`src/rtl/list_builder.sv`:
```
// list_builder: builds a null-terminated singly linked list in memory from a valid/ready value stream
//
// Ports:
//   clk        rising-edge clock
//   rst        asynchronous active-high reset
//   start      one-cycle pulse, begins a new empty list (honoured in IDLE, READY, DONE)
//   in_valid   in_data/in_last are valid
//   in_data    node value to store
//   in_last    final value of the list
//   in_ready   a value can be accepted this cycle
//   mem_we     memory write enable
//   mem_addr   memory write address (holds while mem_we is low)
//   mem_wdata  memory write data (holds while mem_we is low)
//   busy       high outside IDLE and DONE
//   done       one-cycle pulse on list completion
//   full       node space exhausted
//   list_len   number of nodes linked so far
//
// Memory layout: word 0 unused, word 1 is the head pointer, a node at even
// address A keeps its value at A and its next pointer at A+1, pointer 0 ends
// the list.
//
// Build option: define LIST_PREPEND_EN to insert each node at the head of the
// list (reverse arrival order) instead of appending it at the tail.
module list_builder #(
    parameter int BITWIDTH = 8
) (
    input  logic                clk,
    input  logic                rst,
    input  logic                start,
    input  logic                in_valid,
    input  logic [BITWIDTH-1:0] in_data,
    input  logic                in_last,
    output logic                in_ready,
    output logic                mem_we,
    output logic [BITWIDTH-1:0] mem_addr,
    output logic [BITWIDTH-1:0] mem_wdata,
    output logic                busy,
    output logic                done,
    output logic                full,
    output logic [BITWIDTH-1:0] list_len
);
    localparam logic [2:0] IDLE   = 3'd0;
    localparam logic [2:0] INIT   = 3'd1;
    localparam logic [2:0] READY  = 3'd2;
    localparam logic [2:0] W_VAL  = 3'd3;
    localparam logic [2:0] W_NXT  = 3'd4;
    localparam logic [2:0] W_LINK = 3'd5;
    localparam logic [2:0] DONE   = 3'd6;

    localparam logic [BITWIDTH-1:0] ZERO       = '0;
    localparam logic [BITWIDTH-1:0] ONE        = BITWIDTH'(1);
    localparam logic [BITWIDTH-1:0] HEAD_ADDR  = BITWIDTH'(1);
    localparam logic [BITWIDTH-1:0] FIRST_NODE = BITWIDTH'(2);

    logic [2:0]          state_q, state_d;
    logic [BITWIDTH-1:0] free_ptr_q, free_ptr_d;
    logic [BITWIDTH-1:0] head_q, head_d;
    logic [BITWIDTH-1:0] val_q, val_d;
    logic [BITWIDTH-1:0] a_q, a_d;
    logic [BITWIDTH-1:0] len_q, len_d;
    logic [BITWIDTH-1:0] addr_q, addr_d;
    logic [BITWIDTH-1:0] wdata_q, wdata_d;
    logic                last_q, last_d;
    logic                full_q, full_d;
    logic                done_q, done_d;
`ifndef LIST_PREPEND_EN
    logic [BITWIDTH-1:0] tail_q, tail_d;
`endif

    logic                we;
    logic                restart;
    logic                hs;
    logic [BITWIDTH-1:0] a_next;

    always_comb begin
        state_d    = state_q;
        free_ptr_d = free_ptr_q;
        head_d     = head_q;
        val_d      = val_q;
        a_d        = a_q;
        len_d      = len_q;
        last_d     = last_q;
        full_d     = full_q;
`ifndef LIST_PREPEND_EN
        tail_d     = tail_q;
`endif
        we         = 1'b0;
        addr_d     = addr_q;
        wdata_d    = wdata_q;
        a_next     = a_q + FIRST_NODE;
        restart    = start && (state_q == IDLE || state_q == READY || state_q == DONE);
        hs         = (state_q == READY) && in_valid && !full_q;
        // start outranks a simultaneous handshake in READY
        if (restart) begin
            state_d    = INIT;
            free_ptr_d = FIRST_NODE;
            head_d     = ZERO;
            len_d      = ZERO;
            full_d     = 1'b0;
`ifndef LIST_PREPEND_EN
            tail_d     = ZERO;
`endif
        end else begin
            case (state_q)
                INIT: begin
                    we      = 1'b1;
                    addr_d  = HEAD_ADDR;
                    wdata_d = ZERO;
                    state_d = READY;
                end
                READY: begin
                    if (hs) begin
                        val_d   = in_data;
                        a_d     = free_ptr_q;
                        last_d  = in_last;
                        state_d = W_VAL;
                    end else if (full_q && in_valid && in_last) begin
                        // no room for the final beat: drop it and close the list
                        state_d = DONE;
                    end
                end
                W_VAL: begin
                    we      = 1'b1;
                    addr_d  = a_q;
                    wdata_d = val_q;
                    state_d = W_NXT;
                end
                W_NXT: begin
                    we      = 1'b1;
                    addr_d  = a_q + ONE;
`ifdef LIST_PREPEND_EN
                    wdata_d = head_q;
`else
                    wdata_d = ZERO;
`endif
                    state_d = W_LINK;
                end
                W_LINK: begin
                    we         = 1'b1;
                    wdata_d    = a_q;
`ifdef LIST_PREPEND_EN
                    addr_d     = HEAD_ADDR;
                    head_d     = a_q;
`else
                    // the first node hangs off the head word, later ones off the tail's next field
                    addr_d     = (head_q == ZERO) ? HEAD_ADDR : tail_q + ONE;
                    head_d     = (head_q == ZERO) ? a_q : head_q;
                    tail_d     = a_q;
`endif
                    len_d      = len_q + ONE;
                    free_ptr_d = a_next;
                    full_d     = (a_next == ZERO);
                    state_d    = last_q ? DONE : READY;
                end
                default: ;
            endcase
        end
        done_d = (state_d == DONE) && (state_q != DONE);
    end

    always_ff @(posedge clk or posedge rst) begin
        if (rst) begin
            state_q    <= IDLE;
            free_ptr_q <= FIRST_NODE;
            head_q     <= ZERO;
            val_q      <= ZERO;
            a_q        <= ZERO;
            len_q      <= ZERO;
            addr_q     <= ZERO;
            wdata_q    <= ZERO;
            last_q     <= 1'b0;
            full_q     <= 1'b0;
            done_q     <= 1'b0;
`ifndef LIST_PREPEND_EN
            tail_q     <= ZERO;
`endif
        end else begin
            state_q    <= state_d;
            free_ptr_q <= free_ptr_d;
            head_q     <= head_d;
            val_q      <= val_d;
            a_q        <= a_d;
            len_q      <= len_d;
            addr_q     <= addr_d;
            wdata_q    <= wdata_d;
            last_q     <= last_d;
            full_q     <= full_d;
            done_q     <= done_d;
`ifndef LIST_PREPEND_EN
            tail_q     <= tail_d;
`endif
        end
    end

    // address/data come straight from the next-value mux so the write lands in
    // the same cycle as mem_we, and the registered copy holds them afterwards
    assign mem_we    = we;
    assign mem_addr  = addr_d;
    assign mem_wdata = wdata_d;
    assign in_ready  = (state_q == READY) && !full_q;
    assign busy      = (state_q != IDLE) && (state_q != DONE);
    assign done      = done_q;
    assign full      = full_q;
    assign list_len  = len_q;
endmodule

```
`config.mk`:
```
export PLATFORM = sky130hd
export DESIGN_NAME = list_builder
export DESIGN_NICKNAME = d
export VERILOG_FILES = /design/src/rtl/list_builder.sv
export SDC_FILE = /design/constraint.sdc
export NUM_CORES = 1
export LEC_CHECK = 0
export ABC_AREA = 1
export CAP_MARGIN = 0
export CORE_ASPECT_RATIO = 0.8
export CORE_MARGIN = 2
export CORE_UTILIZATION = 30
export CTS_BUF_LIST = sky130_fd_sc_hd__clkbuf_4 sky130_fd_sc_hd__clkbuf_8
export CTS_CLUSTER_SIZE = 28
export DETAILED_ROUTE_END_ITERATION = 16
export PLACE_DENSITY = 0.54
export SLEW_MARGIN = 15
export SYNTH_ARGS = -nofsm -noshare
export SYNTH_HDL_FRONTEND = slang
export SYNTH_SLANG_ARGS = --single-unit
```
`constraint.sdc`:
```
create_clock -name clk -period 2.1 [get_ports clk]
set_input_delay 0.21 -clock clk [delete_from_list [all_inputs] [get_ports clk]]
set_output_delay 0.21 -clock clk [all_outputs]
set_load 0.01 [all_outputs]
```
# Yosys cells after proc, flatten, opt, wreduce, memory -nomap -nowiden
# Cells that the tools add are included.
classes:
  n_reduce_logical: 21
  bitwise: 1
  add_sub_neg: 4
  n_eq_ne: 8
  muxes: 23
op_table:
  columns: ["cell", "count"]
  rows:
  - ["$mux W8", 12]
  - ["$pmux W8 S4", 1]
  - ["$add A8 B1 Y8 const B", 3]
  - ["$pmux W8 S3", 1]
  - ["$logic_not A8 Y1", 2]
  - ["$pmux W3 S5", 1]
  - ["$eq A3 B3 Y1 const B", 4]
  - ["$mux W3", 4]
  - ["$add A8 B2 Y8 const B", 1]
  - ["$logic_and A1 B1 Y1", 8]
  - ["$eq A3 B2 Y1 const B", 2]
  - ["$mux W1", 4]
  - ["$reduce_bool A2 Y1", 2]
  - ["$reduce_or A4 Y1", 1]
  - ["$eq A3 B1 Y1 const B", 1]
  - ["$logic_not A3 Y1", 1]
  - ["$ne A3 B3 Y1 const B", 1]
  - ["$reduce_and A3 Y1", 1]
  - ["$reduce_bool A3 Y1", 1]
  - ["$logic_or A1 B1 Y1", 2]
  - ["$reduce_and A2 Y1", 1]
  - ["$reduce_or A2 Y1", 1]
  - ["$logic_not A1 Y1", 1]
  - ["$not A1 Y1", 1]
totals:
  register_bits: 70
  out_inout_bits: 29
  inputBits: 13

# Logic depth before layout (Yosys ltp)
depth:
  depth_word: 8
  depth_mapped: 8
  mapped_depth_nobuf: 8

# Worst setup path after synthesis
# OpenSTA, ideal clock, no wires.
synth_timing:
  path_kind: "flip-flop to output port"
  startpoint: "register a_q[1]"
  endpoint: "output mem_addr[3]"
  slack_ns: 0.516
  t_arrival_ns: 1.374
  n_path_buf: 0
  required_ns: 1.890
  stages_incl_launch_ff: 7
  cell_sequence: "dfrtp_1 -> ha_1 -> nand2_1 -> inv_1 -> or2_2 -> nand3_1 -> nand4_1"
synth_via:
  elab_chain_len: 3
synth_rtl:
  columns: ["element", "line", "source"]
  rows:
  - ["start, declared", "60", "logic [BITWIDTH-1:0] a_q, a_d;"]
  - ["start signal, assigned", "168", "a_q <= ZERO;"]
  - ["start signal, assigned", "183", "a_q <= a_d;"]
  - ["$add A8 B1 Y8", "131", "addr_d = a_q + ONE;"]
  - ["$pmux W8 S4", "105", "case (state_q)"]
  - ["$mux W8", "95", "if (restart) begin"]
  - ["end, declared", "36", "output logic [BITWIDTH-1:0] mem_addr,"]
# No other way between the ends.

# Final worst setup path
layout_timing:
  startpoint: "register a_q[1]"
  endpoint: "output mem_addr[1]"
layout_via:
  elab_chain_len: 3
layout_rtl:
  columns: ["element", "line"]
  rows:
  - ["$add A8 B1 Y8", "131"]
  - ["$pmux W8 S4 (*)", "105"]
  - ["$mux W8 (*)", "95"]
# Mark *: on every way between the ends. The rest lies on a longest branch, timed or not.

==> run metrics <==
status=complete, no violations; DR vias=3047; WL/cell=14.0 um; Worst VDD drop=roughly 0.25 mV; die width=125 um; share of layout cells above drive strength 1=a little under a quarter; post-synth top area cell=dfrtp_1; Worst R2R End=full$_DFFE_PP0P_; pwr/cell area=534 nW/um^2; Mapped Nets=427; diode count=0; met1 GRT Util=between 20% and 30%; Worst-Margin Slew=0.473 ns; yosys warns=0; Worst path max stage delay=about 0.43 ns; R2R depth=8; starting DRC count in detailed routing=112; Layout Nets=508; area delta synth->final=28.8%; PortBufs=~40; core area=11400 sq um; clk root buf=clkbuf_8; post-route minimum period=roughly 2 ns; Max-slew headroom=68.4%; CTS tree=built; # DRC=0; WS Path Type=flip-flop to primary output; Detail Route Antenna Nets=0; worst skew pair latency=0.34 ns; Post-Syn Area=3500 sq um; RSZ-0062 raised after global routing=no; Initial Utilization=30.6%; worst reg2reg startpoint=state_q[0]$_DFF_PP0_; TritonCTS buffer count=9; ranking of synthesized cells by area=dfrtp_1 49%, nand2_1 12%, nand3_1 5.2%; initial antenna violation count=0; vias in the first global route=2985; DP HPWL=6780 um; max frequency=499 MHz; grt ovf=0; fin util=39.4%; H-tree depth=3; most used routing layer=met2; Max Transition Viols Final=0; All-Layer GR Usage=approximately 16%; share of the clock period used by the worst path=95.4%; CTS Sinks=between 60 and 70; first-pass GRT wire length=15400 um; worst-path fanout max=5; Yosys top cell area share=48.7%; crit end category=primary output; Chip Height=101 um; Post-Syn Instances=~410; total wire length=8990 um; grt met3 use=3.56%; drt pass-1 iters=5; Worst-path clk slew=around 0.08 ns; Avg Inst Size Synth=~8.6 sq um; max_cap viols=0; critical path arrival=1.79 ns; CP Cell Sequence=buf_4, ha_1, or2_2, nand4_1, clkbuf_2; met2 Use GR=25.0%; final setup fails=0; die area=12500 sq um; Yosys cell types=32; IO Pins=42; HP Class=input pin to async pin; Worst R2R Setup Slack=about 0.41 ns; Final Instance Count excl. Fillers=approximately 640; DP Cell Count=622; Fin. Hold Viols=0; crit path launch type=flip-flop; FP Rows=35; largest net degree at the start of global routing=30; gp weighted congestion=0.847; setup TNS=0 ns; Slowest cell on crit path=dfrtp_1; Seq cells post-synth=69; CTS max path bufs=2; sequential share of the synthesized area=between 40% and 50%; DR vias/cell=4.74; Worst Skew=0.00810 ns; CP Data Required Time=1.89 ns; Leak=0.00224 uW
## metal layers
metal,routed length [um],up-vias
met5,0,-
met4,111,0
met3,452,9
met2,4030,76
met1,4390,1453
li1,-,1509
## where the power goes
group / internal (uW) / switching [uW]
logic: 26.5 / 33.7
clock network: 493 / 524
registers: 1330 / 0
## critical path: cells and delay by family, from the launching register on
family | cells | cell delay (ns)
adders and majority gates | 1 | 0.28
DFF | 1 | 0.43
and+or+nand+nor | 2 | 0.43
buffers and inverters | 2 | 0.32
## flip-flops by register name, summed over array words and instances (netlist names), 7 cells and up
name / cells
wdata_q: 8
list_len: 8
head_q: 8
a_q: 8
val_q: 8
addr_q: 8
free_ptr_q: 8
tail_q: 7
## through the flow
step	cell area (sq um)	hold WS [ns]	worst slack (ns)	total power, uW
after floorplan	3500	0.352	0.152	1380
after global placement	4310	0.469	0.119	1420
after global routing	4500	0.214	0.00231	2510
after detailed placement	4310	0.471	0.102	1420
after CTS	4490	0.200	0.0379	2430
final	4500	0.194	0.0961	2400
## worst max-delay path by stage
stage,startpoint,cells past startpoint,end,slack (ns)
finish,a_q[1]$_DFFE_PP0P_,5,mem_addr[1],0.1
CTS,state_q[2]$_DFF_PP0_,5,in_ready,0.04
global route,state_q[1]$_DFF_PP0_,8,mem_wdata[5],0.002
detailed placement,state_q[2]$_DFF_PP0_,7,mem_wdata[6],0.10
floorplan,rst,1,a_q[0]$_DFFE_PP0P_,0.15
global placement,state_q[2]$_DFF_PP0_,6,mem_addr[1],0.12
## Yosys cell counts, drive strengths merged
library cell and number:
o21a 1, nand3 41, o211ai 9, buf 8, ha 5, dfstp 1, nand4 16, nand2 112
a21oi 9, xor2 2, o21bai 1, o21ai 34, a31oi 1, inv 52, or2 3, clkbuf 4
o22ai 5, dfrtp 68, nor3 4, xnor2 1, nor2 32
## cell families (layout without fill, tap and decap cells)
logic type,Yosys count,after routing,share of synthesized area (%)
adders and majority gates,5,5,1.79
and+or+nand+nor,208,208,28.3
buffers and inverters,64,150,8.23
xor gates and xnor gates,3,3,0.751
AOI/OAI and AO/OA,60,60,11.5
DFF,69,69,49.4
## cells in the final DEF (no fill, tap or decap), types with 5 or more instances in the layout
| cell type | instances |
|---|---|
| inv_1 | 46 |
| clkdlybuf4s50_1 | 24 |
| nor2_1 | 24 |
| dlygate4sd2_1 | 6 |
| o22ai_1 | 5 |
| o211ai_1 | 9 |
| buf_4 | 38 |
| inv_2 | 5 |
| nand4_1 | 16 |
| a21oi_2 | 7 |
| o21ai_2 | 11 |
| clkbuf_2 | 6 |
| nand2_1 | 109 |
| o21ai_0 | 11 |
| dfrtp_1 | 65 |
| clkbuf_8 | 11 |
| o21ai_1 | 12 |
| nand3_1 | 36 |
## what timing repair did
item,in CTS,in global routing
setup endpoints to repair,17,12
gates resized for setup,24,19
hold buffers,0,0
gates cloned,0,0
setup buffers,2,3
pin swaps,0,1
## area by class of cell
| type | count | area, sq um |
|---|---|---|
| fillers | 1204 | 6930 |
| flip-flops and latches | 69 | 1730 |
| multi-input cells | 276 | 1490 |
| repair buffers | 82 | 716 |
| inverters | 52 | 198 |
| well taps | 148 | 185 |
| clock buffers | 11 | 151 |
| clock inverters | 5 | 33.8 |
Power figures use the tool's default switching activity.
